`config.mk`:
```
export PLATFORM = sky130hd
export DESIGN_NAME = mic_frame_scheduler
export DESIGN_NICKNAME = d
export VERILOG_FILES = /design/src/rtl/mic_frame_scheduler.sv
export SDC_FILE = /design/constraint.sdc
export NUM_CORES = 1
export LEC_CHECK = 0
export CAP_MARGIN = 30
export CORE_UTILIZATION = 29
export DETAILED_ROUTE_END_ITERATION = 8
export GPL_TIMING_DRIVEN = 0
export PLACE_DENSITY_LB_ADDON = 0.05
export REMOVE_ABC_BUFFERS = 1
export SLEW_MARGIN = 20
export SYNTH_ARGS = -nofsm -noshare
export SYNTH_HDL_FRONTEND = slang
export SYNTH_SLANG_ARGS = --single-unit
```
`constraint.sdc`:
```
create_clock -name clk -period 4.6 [get_ports clk]
set_input_delay 1.38 -clock clk [delete_from_list [all_inputs] [get_ports clk]]
set_output_delay 1.38 -clock clk [all_outputs]
set_load 0.03 [all_outputs]
```
`src/rtl/mic_frame_scheduler.sv`:
```
`default_nettype none
// +----------------------------------------------------------------------------+
// | Module      : mic_frame_scheduler                                          |
// | Description : Serialises a parallel 6-channel microphone sample set into   |
// |               a channel-tagged valid/ready stream, skipping masked-off     |
// |               channels and counting frames that arrive while busy.         |
// | Revision    : 1.0 - initial release                                        |
// +----------------------------------------------------------------------------+
module mic_frame_scheduler #(
  parameter int DATA_W  = 24,
  parameter int NUM_MIC = 6,
  parameter int CH_W    = 3,
  parameter int CNT_W   = 16
) (
  input  logic              clk,
  input  logic              rst,
  input  logic              en,
  input  logic [NUM_MIC-1:0] ch_mask,
  input  logic [DATA_W-1:0] mic0_data_i,
  input  logic [DATA_W-1:0] mic1_data_i,
  input  logic [DATA_W-1:0] mic2_data_i,
  input  logic [DATA_W-1:0] mic3_data_i,
  input  logic [DATA_W-1:0] mic4_data_i,
  input  logic [DATA_W-1:0] mic5_data_i,
  input  logic              mic_data_vld_i,
  output logic [DATA_W-1:0] m_data,
  output logic [CH_W-1:0]   m_ch,
  output logic              m_last,
  output logic              m_valid,
  input  logic              m_ready,
  output logic              busy,
  output logic              overrun_o,
  input  logic              overrun_clr,
  output logic [CNT_W-1:0]  frame_cnt,
  output logic [CNT_W-1:0]  ovr_cnt
);

  typedef enum logic [0:0] {
    IDLE = 1'b0,
    SEND = 1'b1
  } state_t;

  state_t                    state_q, state_d;
  logic [CH_W-1:0]           ch_q, ch_d;
  logic [NUM_MIC-1:0]        mask_q, mask_d;
  logic [DATA_W-1:0]         shadow_q [NUM_MIC];
  logic [DATA_W-1:0]         shadow_d [NUM_MIC];
  logic [CNT_W-1:0]          frame_cnt_q, frame_cnt_d;
  logic [CNT_W-1:0]          ovr_cnt_q, ovr_cnt_d;
  logic                      overrun_q, overrun_d;

  logic [DATA_W-1:0]         w_mic [NUM_MIC];
  logic [DATA_W-1:0]         w_sel_data;
  logic                      w_more;
  logic                      w_accept;
  logic                      w_hs;
  logic                      w_final;
  logic                      w_ovr_evt;

  // Lowest set bit of mask at or above index lo (caller guarantees one exists).
  function automatic logic [CH_W-1:0] lowest_from(input logic [NUM_MIC-1:0] mask,
                                                  input int lo);
    logic [CH_W-1:0] r;
    r = '0;
    for (int i = NUM_MIC - 1; i >= 0; i--) begin
      if (mask[i] && (i >= lo)) r = CH_W'(i);
    end
    return r;
  endfunction

  // Gather the driver inputs into an indexable array.
  always_comb begin
    w_mic[0] = mic0_data_i;
    w_mic[1] = mic1_data_i;
    w_mic[2] = mic2_data_i;
    w_mic[3] = mic3_data_i;
    w_mic[4] = mic4_data_i;
    w_mic[5] = mic5_data_i;
  end

  // Current-beat data select and "any higher channel left" detection.
  always_comb begin
    w_sel_data = '0;
    w_more     = 1'b0;
    for (int i = 0; i < NUM_MIC; i++) begin
      if (ch_q == CH_W'(i)) w_sel_data = shadow_q[i];
      if (mask_q[i] && (i > int'(ch_q))) w_more = 1'b1;
    end
  end

  assign busy      = (state_q == SEND);
  assign m_valid   = busy;
  assign m_ch      = ch_q;
  assign m_data    = busy ? w_sel_data : '0;
  assign m_last    = busy && !w_more;
  assign overrun_o = overrun_q;
  assign frame_cnt = frame_cnt_q;
  assign ovr_cnt   = ovr_cnt_q;

  assign w_accept  = mic_data_vld_i && en && (|ch_mask);
  assign w_hs      = m_valid && m_ready;
  assign w_final   = w_hs && m_last;
  // A new frame while draining is only absorbed on the final beat's handshake.
  assign w_ovr_evt = busy && w_accept && !w_final;

  // Next-state, channel walk, frame latch and counters.
  always_comb begin
    state_d     = state_q;
    ch_d        = ch_q;
    mask_d      = mask_q;
    shadow_d    = shadow_q;
    frame_cnt_d = frame_cnt_q;
    ovr_cnt_d   = ovr_cnt_q;
    overrun_d   = overrun_q;

    case (state_q)
      IDLE: begin
        if (w_accept) begin
          shadow_d = w_mic;
          mask_d   = ch_mask;
          ch_d     = lowest_from(ch_mask, 0);
          state_d  = SEND;
        end
      end
      SEND: begin
        if (w_hs) begin
          if (m_last) begin
            frame_cnt_d = frame_cnt_q + CNT_W'(1);
            if (w_accept) begin
              shadow_d = w_mic;
              mask_d   = ch_mask;
              ch_d     = lowest_from(ch_mask, 0);
            end else begin
              state_d = IDLE;
            end
          end else begin
            ch_d = lowest_from(mask_q, int'(ch_q) + 1);
          end
        end
      end
      default: state_d = IDLE;
    endcase

    // Setting the overrun flag takes priority over a simultaneous clear.
    if (w_ovr_evt) begin
      overrun_d = 1'b1;
      if (overrun_clr) begin
        ovr_cnt_d = CNT_W'(1);
      end else if (ovr_cnt_q != {CNT_W{1'b1}}) begin
        ovr_cnt_d = ovr_cnt_q + CNT_W'(1);
      end
    end else if (overrun_clr) begin
      overrun_d = 1'b0;
      ovr_cnt_d = '0;
    end
  end

  // State and datapath registers with synchronous reset.
  always_ff @(posedge clk) begin
    if (rst) begin
      state_q     <= IDLE;
      ch_q        <= '0;
      mask_q      <= '0;
      frame_cnt_q <= '0;
      ovr_cnt_q   <= '0;
      overrun_q   <= 1'b0;
      for (int i = 0; i < NUM_MIC; i++) shadow_q[i] <= '0;
    end else begin
      state_q     <= state_d;
      ch_q        <= ch_d;
      mask_q      <= mask_d;
      frame_cnt_q <= frame_cnt_d;
      ovr_cnt_q   <= ovr_cnt_d;
      overrun_q   <= overrun_d;
      for (int i = 0; i < NUM_MIC; i++) shadow_q[i] <= shadow_d[i];
    end
  end

endmodule
`default_nettype wire

```
==> Word-level counts from Yosys, hierarchy flattened <==
Cells that the tools add are included.
{ "classes": {"n_bitwise": 1, "magnitude_cmp": 11, "n_eq_ne": 8, "addsub": 3, "reduce_logical": 27, "n_mux": 46} }
{ "ops": {"columns": ["op", "count"], "rows": [
  ["2-to-1 mux 144 bit", 3],
  ["case mux 144 bit (2 select lines)", 1],
  ["2-to-1 mux 24 bit", 7],
  ["2-to-1 mux 16 bit", 4],
  ["2-to-1 mux 3 bit", 15],
  ["adder 16 x 1 -> 16 bit (second input constant)", 2],
  ["logical AND 1 bit", 18],
  ["2-to-1 mux 6 bit", 3],
  ["!= test 16 bit (second input constant)", 1],
  ["case mux 6 bit (2 select lines)", 1],
  ["2-to-1 mux 1 bit", 10],
  [">= comparator 1 x 4 -> 1 bit (first input constant)", 2],
  [">= comparator 2 x 4 -> 1 bit (first input constant)", 2],
  [">= comparator 3 x 4 -> 1 bit (first input constant)", 2],
  ["== test 3 x 2 -> 1 bit (second input constant)", 2],
  ["== test 3 bit (second input constant)", 2],
  ["> comparator 2 x 3 -> 1 bit (first input constant)", 2],
  ["> comparator 3 bit (first input constant)", 2],
  ["case mux 3 bit (2 select lines)", 1],
  ["OR reduction 6 bit", 1],
  ["adder 3 x 1 -> 4 bit (second input constant)", 1],
  ["AND reduction 2 bit", 2],
  ["nonzero test 2 bit", 2],
  ["== test 3 x 1 -> 1 bit (second input constant)", 1],
  ["8 further kinds", 9]
]} }
{ "totals": {"register_bits": 187, "input_bits": 156, "word_cells": 108} }

==> Depth between registers and ports, before layout <==
{ "depth": {"depth_word": 14, "ltp_mapped": 10, "ltp_nobuf": 7} }

==> Worst setup path before layout <==
No wires, ideal clock.
{ "synth_timing": {"kind": "flip-flop to output port", "start": "reg ch_q[2], in the netlist m_ch[2]", "end": "out m_data[22]", "arrival_ns": 2.320, "path_slack_ns": 0.900, "stages_incl_launch_ff": 8, "path_buffers": 4, "cell_sequence": "dfxtp_1 -> buf_2 -> clkbuf_1 -> and2_1 -> clkbuf_1 -> clkbuf_1 -> a22oi_1 -> a31oi_1"} }
{ "synth_via": {"elab_chain_cells": 8} }
{ "synth_lines": {"columns": ["element", "line_no", "source"], "rows": [
  ["start: declaration", "44", "logic [CH_W-1:0] ch_q, ch_d;"],
  ["start signal: assignment", "170", "ch_q <= ch_d;"],
  ["logical NOT 3 bit", "86", "if (ch_q == CH_W'(i)) w_sel_data = shadow_q[i];"],
  ["2-to-1 mux 24 bit (5 in series)", "86", null],
  ["2-to-1 mux 24 bit *", "86", null],
  ["2-to-1 mux 24 bit *", "94", "assign m_data = busy ? w_sel_data : '0;"],
  ["end: declaration", "26", "output logic [DATA_W-1:0] m_data,"]
]} }
Mark *: on every way between the ends. The rest lies on a longest branch, timed or not.

==> Final worst setup path <==
{ "layout_timing": {"start": "reg ch_q[0], in the netlist m_ch[0]", "end": "out m_data[11]"} }
The elaborated chain is that of the path after synthesis.

==> flow_summary.yaml <==
sta:
  period_minus_slack_ns: 4.37
  worst_slack_ns: 0.231
  setup_tns_ns: 0
  worstMarginPinSlew_ns: 0.855
  fmax_mhz: 229
  rsz0062_at_grt: "false"
  fin_worst_skew_ns: 0.0142
  setup_viol: 0
  relSlewSlack_pct: 43.0
  period_share_pct: 95.0
  drv_slew: 0
  finalHoldViolCount: 0
logic_synthesis:
  synthTopCellsByArea: "dfxtp_1 44%, nand2_1 15%, a21oi_1 13%, o21ai_0 3.5%, clkbuf_1 2.5%"
  synth-main-ff-cell: "dfxtp_1"
  ys_seq_elements: 187
  avgSynthCellArea_um2: 7.37
  synth_edf_count: 0
  yosysUniqueCellTypes: 59
  synth_top_cell_by_area: "dfxtp_1"
  synth_area_um2: 8550
  synth-async-reset-ratio_pct: 0
  yosys_warnings: 0
  synth_seq_area_share_pct: 43.8
  synth.top_cell.area_share_pct: 43.8
  postSynthCellCount: 1160
setup_path:
  start_kind: "register"
  reg2reg_slack_ns: 1.59
  end_kind: "output pin"
  required_ns: 3.22
  reg2reg_depth: 13
  crit_path_cell_trace: "inv_1 > ha_2 > buf_12 > and2_4 > a221oi_1 > a21oi_1 > clkdlybuf4s50_1"
  crit_type: "register to output pin"
  worst-path-buf-inv: 3
  slowest_stage: "clkdlybuf4s50_1"
  worst-path-max-fanout: 25
  arrival_ns: 2.99
  r2r-start: "m_ch[0]"
  cpLargestDelayFamily: "buffers and inverters"
  max_stage_delay_ns: 0.73
  r2r-end: "shadow_q[4]"
cts:
  cts_buffers: 17
  insertion_delay_ns: 0.44
  ctsHtreeMaxLevel: 4
  cts.sinks: 187
  clock_path_buffers: 2
  clkSlewWorstSetupHoldPaths_ns: 0.08
  root_buffer: "clkbuf_16"
  tritoncts: "yes"
  cts_hold_buf: 0
finish:
  drive_above_1_share_pct: 5.94
  num-nets-final: 1494
  syn2layout_area_growth_pct: 40.0
  final_core_util_pct: 41.5
placed_design:
  pre_cts_ws_ns: 0.364
  gp_congestion: 0.808
  dpl.hpwl_mm: 20.0
  place.port_buffers: 218
floorplan:
  rows: 62
  start_util_pct: 29.6
  num_io_pins: 219
  die_h_um: 174
  die_w_um: 174
  coreArea_um2: 28900
  dieArea_um2: 30200
run_status:
  run_status: "complete, no violations"
routing:
  num_vias: 8516
  dr.pass1.iters: 6
  ant_nets: 0
  drc_errors: 0
  drt_wl_total_mm: 29.6
  avgViaCountPerCell: 4.92
  dr.first_iter.drc_count: 652
  wl_per_cell_um: 17.1
min_path:
  min-delay-start: "shadow_q[95]"
  hold_path.class: "register to register"
  min_to: "shadow_q[95]"
  worstHoldPathCells: 2
pwr:
  ir_drop_v: 0.000221
  leakage_nw: 3.99
  p_per_area_nw_per_um2: 319
global_routing:
  grt_overflow_total: 0
  first_global_vias: 8076
  grt_antenna_before_repair: 2
  grt_pass1_wl_mm: 46.0
  grt_max_degree: 114
  grt_use_total_pct: 19.5
run:
  drv_cap: 0
cells by family (layout without fill, tap and decap cells):
logic type / count (synthesis) / count (layout) / share of synthesized area [%]
AOI/OAI and AO/OA: 347 / 347 / 23.0
DFF: 187 / 187 / 43.8
other: 0 / 1 / 0
xor gates and xnor gates: 9 / 9 / 0.922
and+or+nand+nor: 508 / 508 / 26.4
buffers and inverters: 104 / 290 / 5.22
adders and majority gates: 5 / 5 / 0.732
layout make-up:
| class | instances | area [um2] |
|---|---|---|
| fill | 3063 | 16900 |
| multi-input combinational | 869 | 4440 |
| sequential | 187 | 3750 |
| timing repair buffer | 246 | 2660 |
| tap | 384 | 480 |
| clock buffer | 18 | 429 |
| clock inverter | 14 | 174 |
| inverter | 12 | 45.0 |
| antenna | 1 | 2.50 |
stage by stage:
step	hold WS, ns	instances	cell area (um2)	power, mW
5_1_grt	0.466	1730	12000	3.99
3_5_place_dp	0.443	1696	11300	2.33
2_1_floorplan	0.426	1068	8150	1.99
3_3_place_gp	0.438	1670	10800	2.30
4_1_cts	0.454	1729	12000	3.88
6_report	0.450	1731	12000	3.82
layer usage:
metal	track usage, %	vias up	share of wire (%)
li1	-	4362	-
met1	25.3	3956	46
met2	32.6	176	48
met3	4.56	20	5.0
met4	4.35	2	1.1
met5	0	-	0.037
worst max-delay path by stage:
| stage | slack, ns | from | depth (start not counted) | to |
|---|---|---|---|---|
| detailed placement | 0.36 | m_ch[1] | 7 | m_data[8] |
| global placement | -4.96 | m_ch[0] | 7 | m_ch[0] |
| global route | 0.07 | m_ch[0] | 7 | m_data[4] |
| CTS | 0.01 | m_ch[1] | 7 | m_data[4] |
| finish | 0.23 | m_ch[0] | 7 | m_data[11] |
| floorplan | -1.12 | m_ch[0] | 7 | m_ch[0] |
power by group:
part | leakage (nW) | switching (mW) | internal [mW]
clock network | 0.294 | 0.746 | 0.783
logic | 2.17 | 0.292 | 0.258
registers | 1.52 | 0.0462 | 1.69
placed cells by master (no fill, tap or decap), types with 2 or more instances in the layout:
| cell type | Yosys | routed |
|---|---|---|
| a21oi_1 | 223 | 223 |
| a221oi_1 | 23 | 23 |
| a31oi_1 | 6 | 6 |
| and2_1 | 26 | 25 |
| and3_1 | 5 | 5 |
| and4_1 | 4 | 4 |
| buf_12 | 0 | 8 |
| buf_16 | 0 | 6 |
| buf_4 | 3 | 5 |
| buf_6 | 1 | 8 |
| buf_8 | 0 | 2 |
| clkbuf_16 | 0 | 17 |
| clkdlybuf4s50_1 | 0 | 217 |
| clkinv_4 | 0 | 3 |
| clkinv_8 | 0 | 3 |
| dfxtp_1 | 187 | 183 |
| dfxtp_2 | 0 | 4 |
| ha_1 | 5 | 3 |
| inv_1 | 12 | 12 |
| inv_6 | 0 | 4 |
| inv_8 | 0 | 3 |
| nand2_1 | 346 | 345 |
| nand2b_1 | 6 | 5 |
| nand3_1 | 34 | 34 |
| nand4_1 | 19 | 19 |
| nor2_1 | 26 | 23 |
| nor2_4 | 0 | 3 |
| nor2b_1 | 6 | 5 |
| nor3_1 | 5 | 5 |
| nor4_1 | 2 | 2 |
| o211a_1 | 2 | 2 |
| o211ai_1 | 2 | 2 |
| o21ai_0 | 59 | 59 |
| o31ai_1 | 12 | 12 |
| or3_1 | 7 | 7 |
| or4_1 | 14 | 14 |
| xnor2_1 | 2 | 2 |
| xor2_1 | 7 | 7 |
flip-flops by register name (all words and copies together), names as in the netlist:
signal	count
shadow_q	144
busy	1
m_ch	3
overrun_o	1
ovr_cnt	16
mask_q	6
frame_cnt	16
worst reg2reg max path: cells and delay by family, from the launching register on:
kind                       cells  cell delay, ns
DFF                            1            0.39
and+or+nand+nor                2            0.39
buffers and inverters          7            1.34
AOI/OAI and AO/OA              3            0.59
adders and majority gates      1            0.23
cells in the mapped netlist (all sizes together) (2+ instances only):
library cell	count
or3	7
o31ai	13
nand3	34
o211ai	2
inv	12
nand2	346
a221oi	23
ha	5
xor2	7
buf	34
or4	14
nor2b	6
xnor2	2
a21oi	223
o21ai	60
nor3	5
dfxtp	187
nor2	26
or2	2
and2	26
nand4	20
nor4	3
and3	5
o311ai	2
and4	4
clkbuf	58
a31oi	6
nand2b	6
o211a	2
o2111ai	2
timing repair:
action / CTS / global route
pin swaps: 1 / 1
setup endpoints to repair: 25 / 14
gates resized for setup: 5 / 2
setup buffers: 1 / 1
No activity file was read; power rests on OpenSTA's default activity.
